File: config.mk
export PLATFORM = sky130hd
export DESIGN_NAME = insn_encoder
export DESIGN_NICKNAME = d
export VERILOG_FILES = /design/src/rtl/insn_encoder.sv
export SDC_FILE = /design/constraint.sdc
export NUM_CORES = 1
export LEC_CHECK = 0
export ABC_AREA = 1
export CORE_ASPECT_RATIO = 1.2
export CORE_MARGIN = 5
export CORE_UTILIZATION = 30
export DETAILED_ROUTE_END_ITERATION = 6
export PLACE_DENSITY = 0.55
export RECOVER_POWER = 50
export SLEW_MARGIN = 15
export SYNTH_ARGS = -nofsm -noshare
export SYNTH_HDL_FRONTEND = slang
export SYNTH_SLANG_ARGS = --single-unit
File: constraint.sdc
create_clock -name clk -period 4.1 [get_ports clk]
set_input_delay 0.41 -clock clk [delete_from_list [all_inputs] [get_ports clk]]
set_output_delay 0.41 -clock clk [all_outputs]
set_load 0.05 [all_outputs]
File: src/rtl/insn_encoder.sv
// ----------------------------------------------------------------------------
// insn_encoder
//   Packs MIPS instruction fields into 32-bit words (R/I/J formats), buffers
//   them in a DEPTH-entry FIFO and presents them with a valid/ready handshake
//   and a sequential byte address. fmt=3 requests are accepted, dropped and
//   counted.
//
// Ports
//   clk, rst          rising-edge clock, synchronous active-high reset
//   flush             synchronous FIFO clear (out_addr, illegal_cnt kept)
//   in_valid/in_ready field-set handshake
//   fmt               0=R, 1=I, 2=J, 3=illegal
//   opcode..target    instruction fields, sampled only on accept
//   out_valid/out_ready output-word handshake
//   out_insn          FIFO head word (0 when empty)
//   out_addr          byte address of out_insn
//   illegal_pulse     one cycle after an illegal request is accepted
//   illegal_cnt       saturating count of dropped requests
// ----------------------------------------------------------------------------
module insn_encoder #(
    parameter int unsigned DEPTH     = 4,
    parameter logic [31:0] BASE_ADDR = 32'h80020000
) (
    input  logic        clk,
    input  logic        rst,
    input  logic        flush,
    input  logic        in_valid,
    output logic        in_ready,
    input  logic [1:0]  fmt,
    input  logic [5:0]  opcode,
    input  logic [4:0]  rs,
    input  logic [4:0]  rt,
    input  logic [4:0]  rd,
    input  logic [4:0]  sha,
    input  logic [5:0]  func,
    input  logic [15:0] immed,
    input  logic [25:0] target,
    output logic        out_valid,
    input  logic        out_ready,
    output logic [31:0] out_insn,
    output logic [31:0] out_addr,
    output logic        illegal_pulse,
    output logic [7:0]  illegal_cnt
);

    localparam int unsigned PW = $clog2(DEPTH);
    localparam int unsigned CW = PW + 1;

    logic [31:0]   mem_q [DEPTH];
    logic [PW-1:0] wptr_q, wptr_d;
    logic [PW-1:0] rptr_q, rptr_d;
    logic [CW-1:0] count_q, count_d;
    logic [31:0]   addr_q, addr_d;
    logic          pulse_q, pulse_d;
    logic [7:0]    icnt_q, icnt_d;

    logic          accept;
    logic          push;
    logic          pop;
    logic [31:0]   packed_w;

    always_comb begin
        packed_w = '0;
        case (fmt)
            2'd0:    packed_w = {opcode, rs, rt, rd, sha, func};
            2'd1:    packed_w = {opcode, rs, rt, immed};
            default: packed_w = {opcode, target};
        endcase
    end

    // Handshake decoded purely from registered state: no bypass when full.
    assign in_ready  = (count_q < CW'(DEPTH));
    assign out_valid = (count_q != '0);
    assign out_insn  = out_valid ? mem_q[rptr_q] : '0;
    assign out_addr  = addr_q;
    assign illegal_pulse = pulse_q;
    assign illegal_cnt   = icnt_q;

    assign accept = in_valid && in_ready;
    assign push   = accept && (fmt != 2'd3);
    assign pop    = out_valid && out_ready;

    always_comb begin
        wptr_d  = wptr_q;
        rptr_d  = rptr_q;
        count_d = count_q;
        addr_d  = addr_q;
        pulse_d = accept && (fmt == 2'd3);
        icnt_d  = (pulse_d && (icnt_q != 8'hFF)) ? icnt_q + 8'd1 : icnt_q;

        if (flush) begin
            // Any push/pop this cycle is discarded, so out_addr does not advance.
            wptr_d  = '0;
            rptr_d  = '0;
            count_d = '0;
        end else begin
            if (push) wptr_d = wptr_q + PW'(1);
            if (pop) begin
                rptr_d = rptr_q + PW'(1);
                addr_d = addr_q + 32'd4;
            end
            case ({push, pop})
                2'b10:   count_d = count_q + CW'(1);
                2'b01:   count_d = count_q - CW'(1);
                default: count_d = count_q;
            endcase
        end
    end

    always_ff @(posedge clk) begin
        if (rst) begin
            wptr_q  <= '0;
            rptr_q  <= '0;
            count_q <= '0;
            addr_q  <= BASE_ADDR;
            pulse_q <= 1'b0;
            icnt_q  <= '0;
        end else begin
            wptr_q  <= wptr_d;
            rptr_q  <= rptr_d;
            count_q <= count_d;
            addr_q  <= addr_d;
            pulse_q <= pulse_d;
            icnt_q  <= icnt_d;
        end
    end

    // Storage is left unreset; out_insn is masked to 0 while the FIFO is empty.
    always_ff @(posedge clk) begin
        if (!rst && !flush && push) begin
            mem_q[wptr_q] <= packed_w;
        end
    end

endmodule

### Word-level counts from Yosys, hierarchy flattened

Memories as Yosys holds them, arrays and structs flattened. A register that Yosys moved wholly into a read port is not among the register bits.
Index checks and enable logic that the tools add are counted.
Widths: inputs -> output; s select.

* memory bits (writable): 128
* memories: 1
* register bits after elaboration: 48
* bits of input ports: 81

Memories
* mem_q: depth 4, bits a word 32, read ports 1, clocked after memory_dff 1, write ports 1, line 49 `logic [31:0] mem_q [DEPTH];`

* bitwise operators: 1
* mux-type cells: 7
* order comparisons: 1
* add/sub/neg operators: 6
* reduce and logical (&&, ||, !) cells: 14
* eq/ne operators: 6

Operators by type and width (number)
* $pmux 26 s2: 1
* $add 32x3->32 const B: 1
* $mux 32: 1
* $add 8x1->8 const B: 1
* $ne 8x8->1 const B: 1
* $logic_and 1x1->1: 7
* $pmux 3 s2: 1
* $add 2x1->2 const B: 2
* $eq 2x1->1 const B: 2
* $eq 2x2->1 const B: 2
* $mux 2: 2
* $add 3x1->3 const B: 1
* $lt 3x3->1 const B: 1
* $reduce_bool 3->1: 1
* $sub 3x1->3 const B: 1
* $logic_not 1->1: 2
* $logic_not 2->1: 1
* $mux 1: 2
* $ne 2x2->1 const B: 1
* $reduce_and 2->1: 1
* $reduce_bool 2->1: 1
* $reduce_or 2->1: 1
* $not 1->1: 1

### Longest topological paths before layout

Gate-level depths: netlist of the first run.

* depth after elaboration: 6
* depth in mapped cells: 11
* gate-level depth less buffers: 11

### Worst setup path before layout of the first run

OpenSTA, ideal clock, no wires.

* path type: input port to flip-flop
* from: in rst
* to: mem mem_q[0][0] (enable)
* arrival time: 2.378 ns
* stages: 4
* buffers on the path: 1
* slack: 1.301 ns
* required time: 3.679 ns
* setup time: 0.421 ns
* cell sequence: clkbuf_1 nor2_1 nand4_1 nor2_1

* cells in the longest elaborated chain, start to end: 5

RTL lines
* from (decl): line 25 `input logic rst,`
* $logic_not 1->1: line 130 `if (!rst && !flush && push) begin`
* $logic_and 1x1->1 (2 in series): line 130
* $mux 1: line 130
* $mux 1 (implied by the code): line 131 `mem_q[wptr_q] <= packed_w;`
* to (decl): line 49

No other way between the ends.

==> impl_metrics.csv, run 1 <==
group,metric,value,unit
floorplan,dieArea,30100,um2
timing,fin_crit,3.52,ns
logic_synthesis,synth_area_leaders,"edfxtp_1 (48%), dfxtp_1 (12%), nor2_1 (8.8%)",
timing,fin_crit_sh,0.859,
logic_synthesis,synth.ff_latch_count,176,
worst_setup_path,crit_path_end_kind,"primary output",
floorplan,fp-row-count,65,
logic_synthesis,synthCells,869,
final_layout,multi_input_area,2740,um2
worst_setup_path,r2r_end,"out_addr[30]",
logic_synthesis,ys_types,37,
clock_network,cts_tree,"yes",
worst_setup_path,regToRegSetupSlack,2.06,ns
clock_network,cts_num_sinks,176,
logic_synthesis,netlist.top_cell.by_area,"edfxtp_1",
detailed_routing,wirelength,21.6,mm
logic_synthesis,synthArstFlopShare,0,
timing,rsz0062_at_grt,"false",
clock_network,cts_setup_buffers,0,
detailed_routing,wl_per_cell,15.8,um
floorplan,start_util,0.304,
timing,tns,0,ns
global_route,grt_pass1_vias,6262,
floorplan,core,26400,um2
logic_synthesis,synth-seq-area-share,0.600,
final_layout,final_nets,1108,
clock_network,cts_made_buffers,17,
worst_setup_path,critical_path_class,"reg -> out",
worst_setup_path,reg2regPathDepth,7,
pwr,ir_drop,0.273,mV
global_route,grt_max_degree,36,
clock_network,clockRootBuffer,"clkbuf_16",
detailed_routing,first_iter_violations,346,
place,place_congestion,0.807,
logic_synthesis,synth.top_cell.area_share,0.480,
logic_synthesis,yosysWarnings,0,
logic_synthesis,syn_area,8010,um2
final_layout,fillers,2681,
worst_setup_path,arrival,3.11,ns
detailed_routing,ant_nets,0,
timing,tightestPinTransition,1.50,ns
worst_hold_path,worstHoldStart,"rptr_q[1]",
timing,slew_viol_final,0,
status,violations,"max-capacitance violations",
pwr,p_leak,3.78,nW
clock_network,postCtsHoldBufs,0,
detailed_routing,vias,6274,
floorplan,io_pins,156,
worst_setup_path,start_kind,"flop",
final_layout,seqCellArea,4810,um2
detailed_routing,dr.pass1.iters,6,
logic_synthesis,synth_most_common_cell,"nor2_1",
place,port_buffers,153,
global_route,grtUsageTotal,0.142,
timing,maxSlewHeadroom,0.00161,
logic_synthesis,synth_edf_count,128,
place,dp_hpwl,14.8,mm
floorplan,chipHeight,189,um
worst_hold_path,hp-class,"reg -> reg",
timing,fmax,284,MHz
global_route,grt-ovfl-total,0,
worst_setup_path,r2r-start,"count_q[0]",
floorplan,die_w,159,um
logic_synthesis,syn_area_per_cell,9.22,um2
detailed_routing,post-route-drc-count,0,
detailed_routing,viasPerCell,4.59,
job,maxCapViolCount,1,
final_layout,antenna_cells,0,
global_route,grt_first_pass_wirelength,34.2,mm
worst_setup_path,path_max_fanout,33,
clock_network,clock_latency,0.42,ns
clock_network,path_clk_slew,0.06,ns
pwr,p_per_area,377,nW/um2
logic_synthesis,ys.flop_type,"edfxtp_1",
worst_setup_path,crit_end,"out_insn[7]",
timing,hold_viol,0,
clock_network,cts.path.max_buffers,2,
global_route,antenna_found_initial,1,
clock_network,ctsResizeCount,0,
final_layout,area_delta_synth_final,30.0,%
clock_network,htree_num_levels,4,
timing,setup_violations,0,
logic_synthesis,synth_top_cells_by_count,"nor2_1 (187), nand2_1 (149), edfxtp_1 (128)",
worst_setup_path,required,3.69,ns
timing,clock_skew,0.0102,ns
final_layout,drive_gt1_frac,0.0640,
final_layout,fin_util,0.395,
status,status,"finished, violations left",
## layout by cell type (no fill, tap or decap), drive strengths merged
cell           netlist  layout
nand4               12      12
and3                 1       1
xnor2                3       3
clkinvlp             0       3
clkinv               2       8
a21oi               56      56
clkdlybuf4s50        0     130
nor2               197     197
dfxtp               48      48
nand3b               2       2
nor3                 2       2
ha                   7       7
nand2              151     151
bufinv               0       1
o21ai               79      79
fa                   1       1
xor2                 4       4
nand3               66      66
edfxtp             128     128
conb                 1       2
buf                 20      13
a31oi                1       1
clkbuf              19      21
o21bai               1       1
a22oi                4       4
dlygate4sd3          0      22
inv                 64      69
## state kept, by name (all words and copies together), names as in the netlist, named ones only
register       flops
illegal_pulse      1
count_q            3
illegal_cnt        8
rptr_q             2
out_addr          30
wptr_q             2
mem_q            128
## worst max-delay path: stages (launching register included)
cell and delay [ns]:
dfxtp_2 0.81, inv_2 0.50, nor2_1 0.19, o21ai_0 0.09, a21oi_1 0.22, clkdlybuf4s50_1 0.85
## metal layers
layer  part of all wire  GRT usage  vias up  wire, um
met1               0.46      0.183     2874      9990
met3              0.082     0.0594       16      1780
li1                   -          -     3203         -
met2               0.45      0.227      179      9630
met4             0.0072     0.0282        2       155
met5            0.00032          0        -         7
## area by class of cell
cell class / count / share of cell area
Tap cell: 335 / 0.0402
Sequential cell: 176 / 0.461
Inverter: 66 / 0.0238
Clock inverter: 15 / 0.0128
Timing Repair Buffer: 169 / 0.158
Clock buffer: 17 / 0.0408
Multi-Input combinational cell: 589 / 0.263
## kinds of logic (layout without fill, tap and decap cells)
family,after synthesis,in the layout,synth area share
AOI/OAI and AO/OA,141,141,0.0903
xor gates and xnor gates,7,7,0.00765
adders and majority gates,8,8,0.0134
buffers and inverters,105,267,0.0551
DFF,176,176,0.600
other,1,2,0.000468
and+or+nand+nor,431,431,0.233
## worst min path at each step
stage,end,cells past startpoint,slack [ns]
after global routing,flop,2,0.50
after detailed placement,flop,2,0.45
after global placement,flop,2,0.44
after CTS,flop,2,0.46
after floorplan,flop,2,0.44
final,flop,2,0.46
## through the flow
| stage | worst slack, ns | hold WS (ns) | cell area, um2 | total power (W) | std cells |
|---|---|---|---|---|---|
| floorplan | 1.30 | 0.436 | 8020 | 0.00223 | 870 |
| global placement | 0.631 | 0.445 | 9940 | 0.00243 | 1335 |
| detailed placement | 0.582 | 0.447 | 9940 | 0.00243 | 1335 |
| CTS | 0.116 | 0.459 | 10500 | 0.00398 | 1367 |
| global route | 0.337 | 0.501 | 10400 | 0.00408 | 1367 |
| finish | 0.580 | 0.459 | 10400 | 0.00393 | 1367 |
## power by group
group	switching (W)	leakage, nW	total (W)	internal, W
clock	0.000698	0.268	0.00154	0.000844
combinational	0.000280	1.96	0.000437	0.000157
sequential	0.0000101	1.55	0.00195	0.00194
total	0.000988	3.78	0.00393	0.00294
No activity file was read; power rests on OpenSTA's default activity.
==> run 2, diff against run 1 <==
Clock period 4.1 ns to 3.42 ns, I/O delays scaled along.
==> run 2 against run 1 <==
  * Sequential share of layout area decreased by 1.5 points
  * Largest power group unchanged
  * Clock-buffer cell count stayed put
  * Clock power increased by 22%
  * Sequential power increased by 19%
  * Highest routed layer unchanged
  * Setup slack worse by 0.099 ns
  * The run now ends clean
==> impl_metrics.csv, run 2 (synthesis gave the netlist of run 1 again) <==
group,metric,value,unit
worst_setup_path,arrival,2.97,ns
worst_setup_path,path_max_fanout,16,
clock_network,ctsResizeCount,0,
final_layout,final_cell_mix,"nor2_1 (187), nand2_1 (149), edfxtp_1 (128), clkdlybuf4s50_1 (112), o21ai_0 (76)",
timing,tightestPinTransition,1.42,ns
final_layout,area_delta_synth_final,34.5,%
timing,fin_crit,2.94,ns
worst_hold_path,min_path_cells,2,
timing,hold_viol,0,
detailed_routing,viasPerCell,4.59,
clock_network,cts.path.max_buffers,2,
final_layout,drive_gt1_frac,0.0956,
timing,clock_skew,0.0145,ns
clock_network,cts_num_sinks,176,
worst_setup_path,start_kind,"input port",
final_layout,regMostFlops,"mem_q",
floorplan,dieArea,30100,um2
worst_setup_path,regToRegSetupSlack,1.29,ns
final_layout,fin_cells,1372,
global_route,grt_pass1_vias,6392,
global_route,grt_max_degree,39,
clock_network,clock_latency,0.42,ns
final_layout,final_nets,1112,
timing,slew_viol_final,0,
final_layout,largest_reg_flops,128,
timing,tns,0,ns
global_route,grt_first_pass_wirelength,34.3,mm
worst_setup_path,critical_path_class,"in -> reg",
detailed_routing,vias,6295,
pwr,p_per_area,447,nW/um2
final_layout,final_common_cell,"nor2_1",
place,place_congestion,0.795,
place,port_buffers,153,
place,dp_hpwl,14.6,mm
detailed_routing,ant_nets,0,
clock_network,path_clk_slew,0.07,ns
job,maxCapViolCount,0,
clock_network,htree_num_levels,4,
timing,maxSlewHeadroom,0.0506,
clock_network,cts_tree,"yes",
detailed_routing,dr.pass1.iters,4,
timing,finalWorstSetupSlack,0.481,ns
worst_setup_path,crit_path_end_kind,"flop",
global_route,antenna_found_initial,1,
floorplan,io_pins,156,
clock_network,cts_made_buffers,17,
global_route,grt-ovfl-total,0,
worst_setup_path,reg2regPathDepth,8,
pwr,p_leak,3.91,nW
worst_setup_path,required,3.45,ns
clock_network,postCtsHoldBufs,0,
floorplan,core,26400,um2
detailed_routing,wl_per_cell,15.6,um
place,dp_slack,0.978,ns
global_route,grtUsageTotal,0.142,
place,place_inst,1339,
timing,rsz0062_at_grt,"false",
floorplan,start_util,0.304,
floorplan,chipHeight,189,um
detailed_routing,first_iter_violations,354,
worst_hold_path,hp-class,"reg -> reg",
detailed_routing,wirelength,21.4,mm
timing,fmax,340,MHz
timing,setup_violations,0,
clock_network,cts_setup_buffers,0,
timing,holdWs,0.456,ns
detailed_routing,post-route-drc-count,0,
status,status,"finished clean",
pwr,ir_drop,0.334,mV
floorplan,fp-row-count,65,
timing,fin_crit_sh,0.859,
clock_network,clockRootBuffer,"clkbuf_16",
floorplan,die_w,159,um
run 2: cell count changes in the layout (fill, tap and decap cells not counted), sizes merged:
| cell | delta |
|---|---|
| buf | +31 |
| clkbuf | +4 |
| clkdlybuf4s50 | -18 |
| clkinv | -1 |
| clkinvlp | -1 |
| diode | +1 |
| dlygate4sd3 | -13 |
| inv | +2 |
run 2: metrics by stage:
stage               instance area [um2]  utilization  power [W]
floorplan                          8020            -    0.00267
global placement                  10300        0.390    0.00299
detailed placement                10300        0.390    0.00300
CTS                               10900        0.412    0.00488
global route                      10800        0.409    0.00500
finish                            10800        0.409    0.00482
run 2: final timing paths:
check | to | from
hold / removal | flop | rptr_q[1]
setup reg to reg | out_addr[26] | count_q[0]
hold reg to reg | flop | rptr_q[1]
setup / recovery | mem_q[2][5] | rst
run 2: critical path, cell delays in order:
cell,delay (ns)
dlygate4sd3_1,0.53
clkbuf_1,0.35
nor2_1,0.19
clkbuf_1,0.26
nand4_1,0.16
clkbuf_1,0.26
nor2_4,0.13
clkbuf_1,0.74
run 2: layer usage:
| layer | track usage | routed length (um) |
|---|---|---|
| met4 | 0.0345 | 238 |
| met5 | 0 | 11 |
| met2 | 0.223 | 9600 |
| met1 | 0.184 | 9880 |
| met3 | 0.0570 | 1640 |
run 2: cell type report:
class | count | area (um2)
Inverter | 66 | 248
Tap cell | 335 | 419
Antenna cell | 1 | 2.50
Clock buffer | 17 | 425
Multi-Input combinational cell | 589 | 2740
Timing Repair Buffer | 173 | 1990
Fill cell | 2611 | 15600
Sequential cell | 176 | 4810
Clock inverter | 15 | 149
run 2: where the power goes:
part	switching [W]	total [W]	internal, W
clock	0.000854	0.00188	0.00103
combinational	0.000351	0.000603	0.000252
sequential	0.0000119	0.00233	0.00232
total	0.00122	0.00482	0.00360
==> run 3, diff against run 2 <==
Clock period 3.42 ns to 2.8 ns, I/O delays scaled along.
==> run 3 against run 2 <==
  * Final cell count is essentially flat
  * Core utilization fell by 0.11 points
  * Via count grew 0.62%
  * Clock skew shrank 0.0069 ns
  * Sequential cell count unchanged
  * Sequential power increased by 22%
  * Critical path type is now reg -> out
  * Largest power group unchanged
  * Highest routed layer is now met4
==> impl_metrics.csv, run 3 (synthesis gave the netlist of run 1 again) <==
group,metric,value,unit
place,place_congestion,0.769,
worst_setup_path,path_max_fanout,64,
detailed_routing,wirelength,21.5,mm
worst_setup_path,required,2.52,ns
final_layout,final_cell_mix,"nor2_1 (187), nand2_1 (149), edfxtp_1 (128), clkdlybuf4s50_1 (112), o21ai_0 (78)",
detailed_routing,vias,6334,
worst_setup_path,r2r-start,"count_q[2]",
pwr,p_leak,3.90,nW
clock_network,cts_made_buffers,17,
place,dp_slack,0.458,ns
pwr,p_per_area,539,nW/um2
detailed_routing,viasPerCell,4.62,
timing,rsz0062_at_grt,"false",
final_layout,antenna_cells,0,
worst_setup_path,crit_path_end_kind,"primary output",
floorplan,core,26400,um2
clock_network,path_clk_slew,0.06,ns
global_route,grt-ovfl-total,0,
detailed_routing,routed.top_layer,"met4",
final_layout,fin_util,0.408,
worst_hold_path,hp-class,"reg -> reg",
timing,maxSlewHeadroom,0.302,
floorplan,io_pins,156,
final_layout,area_delta_synth_final,34.1,%
detailed_routing,wl_met2,9.91,mm
floorplan,die_w,159,um
final_layout,drive_gt1_frac,0.0956,
timing,hold_viol,0,
job,maxCapViolCount,0,
worst_setup_path,start_kind,"flop",
detailed_routing,post-route-drc-count,0,
worst_setup_path,reg2regPathDepth,4,
global_route,grt_max_degree,65,
timing,finalWorstSetupSlack,0.253,ns
floorplan,fp-row-count,65,
timing,setup_violations,0,
clock_network,cts_setup_buffers,0,
global_route,grt_first_pass_wirelength,33.8,mm
clock_network,clockRootBuffer,"clkbuf_16",
timing,tns,0,ns
detailed_routing,first_iter_violations,237,
worst_hold_path,min_path_cells,2,
worst_hold_path,worstHoldStart,"rptr_q[1]",
timing,tightestPinTransition,1.05,ns
worst_setup_path,critical_path_class,"reg -> out",
global_route,antenna_found_initial,0,
clock_network,cts.path.max_buffers,2,
clock_network,htree_num_levels,4,
timing,clock_skew,0.00764,ns
detailed_routing,ant_nets,0,
timing,fin_crit_sh,0.910,
worst_setup_path,regToRegSetupSlack,0.57,ns
timing,holdWs,0.460,ns
clock_network,postCtsHoldBufs,0,
detailed_routing,wl_per_cell,15.7,um
timing,slew_viol_final,0,
place,port_buffers,153,
global_route,grt_pass1_vias,6219,
worst_setup_path,r2r_end,"mem_q[3][8]",
detailed_routing,dr.pass1.iters,4,
final_layout,regMostFlops,"mem_q",
status,status,"finished clean",
floorplan,start_util,0.304,
floorplan,chipHeight,189,um
timing,fmax,393,MHz
clock_network,ctsResizeCount,0,
detailed_routing,wl_met3,1.48,mm
pwr,ir_drop,0.437,mV
worst_setup_path,arrival,2.27,ns
clock_network,clock_latency,0.42,ns
final_layout,final_nets,1113,
final_layout,final_common_cell,"nor2_1",
global_route,grtUsageTotal,0.140,
clock_network,cts_tree,"yes",
detailed_routing,met1Wirelength,9.94,mm
final_layout,largest_reg_flops,128,
timing,fin_crit,2.55,ns
place,dp_hpwl,14.6,mm
floorplan,dieArea,30100,um2
clock_network,cts_num_sinks,176,
-- run 3: changes by cell type in the layout (fill, tap and decap cells not counted), sizes merged --
cell	previous run	this run
buf	44	47
clkbuf	25	23
clkinv	7	11
clkinvlp	2	4
diode	1	0
inv	71	64
-- run 3: power breakdown --
group | leakage, nW | switching, W | total (W) | internal (W)
clock network | 0.254 | 0.000983 | 0.00220 | 0.00122
registers | 1.55 | 0.00000978 | 0.00284 | 0.00284
logic | 2.10 | 0.000438 | 0.000745 | 0.000308
-- run 3: worst max path at each step --
| stage | from | end | slack, ns |
|---|---|---|---|
| 2_1_floorplan | rst | mem_q[0][0] | 0.13 |
| 3_3_place_gp | fmt[0] | count_q[2] | 0.48 |
| 3_5_place_dp | flush | mem_q[0][19] | 0.46 |
| 4_1_cts | flop | out_insn[7] | 0.23 |
| 5_1_grt | flop | out_insn[0] | 0.09 |
| 6_report | flop | out_insn[7] | 0.25 |
-- run 3: final cells by class --
type                    instances  area [um2]
multi-input cells             589        2740
clock inverters                14         120
fillers                      2634       15600
well taps                     335         419
repair buffers                174        1990
inverters                      66         248
flip-flops and latches        176        4810
clock buffers                  17         425
-- run 3: layer usage --
layer	GRT usage	vias to the layer above
met4	0.0305	0
met5	0	-
met3	0.0457	16
met1	0.183	2941
li1	-	3211
met2	0.228	166
-- run 3: critical path, stage by stage, from the launching register on --
cell and delay (ns):
dfxtp_2 0.33, buf_4 0.53, nor2_1 0.11, nor2_1 0.10, o21ai_0 0.09, a21oi_1 0.44, buf_12 0.20
-- run 3: stage by stage --
step | instance area (um2) | std cells | total power (W)
final | 10700 | 1371 | 0.00579
after global routing | 10700 | 1371 | 0.00600
after CTS | 10800 | 1371 | 0.00586
after detailed placement | 10300 | 1340 | 0.00366
after global placement | 10300 | 1340 | 0.00366
after floorplan | 8020 | 870 | 0.00326
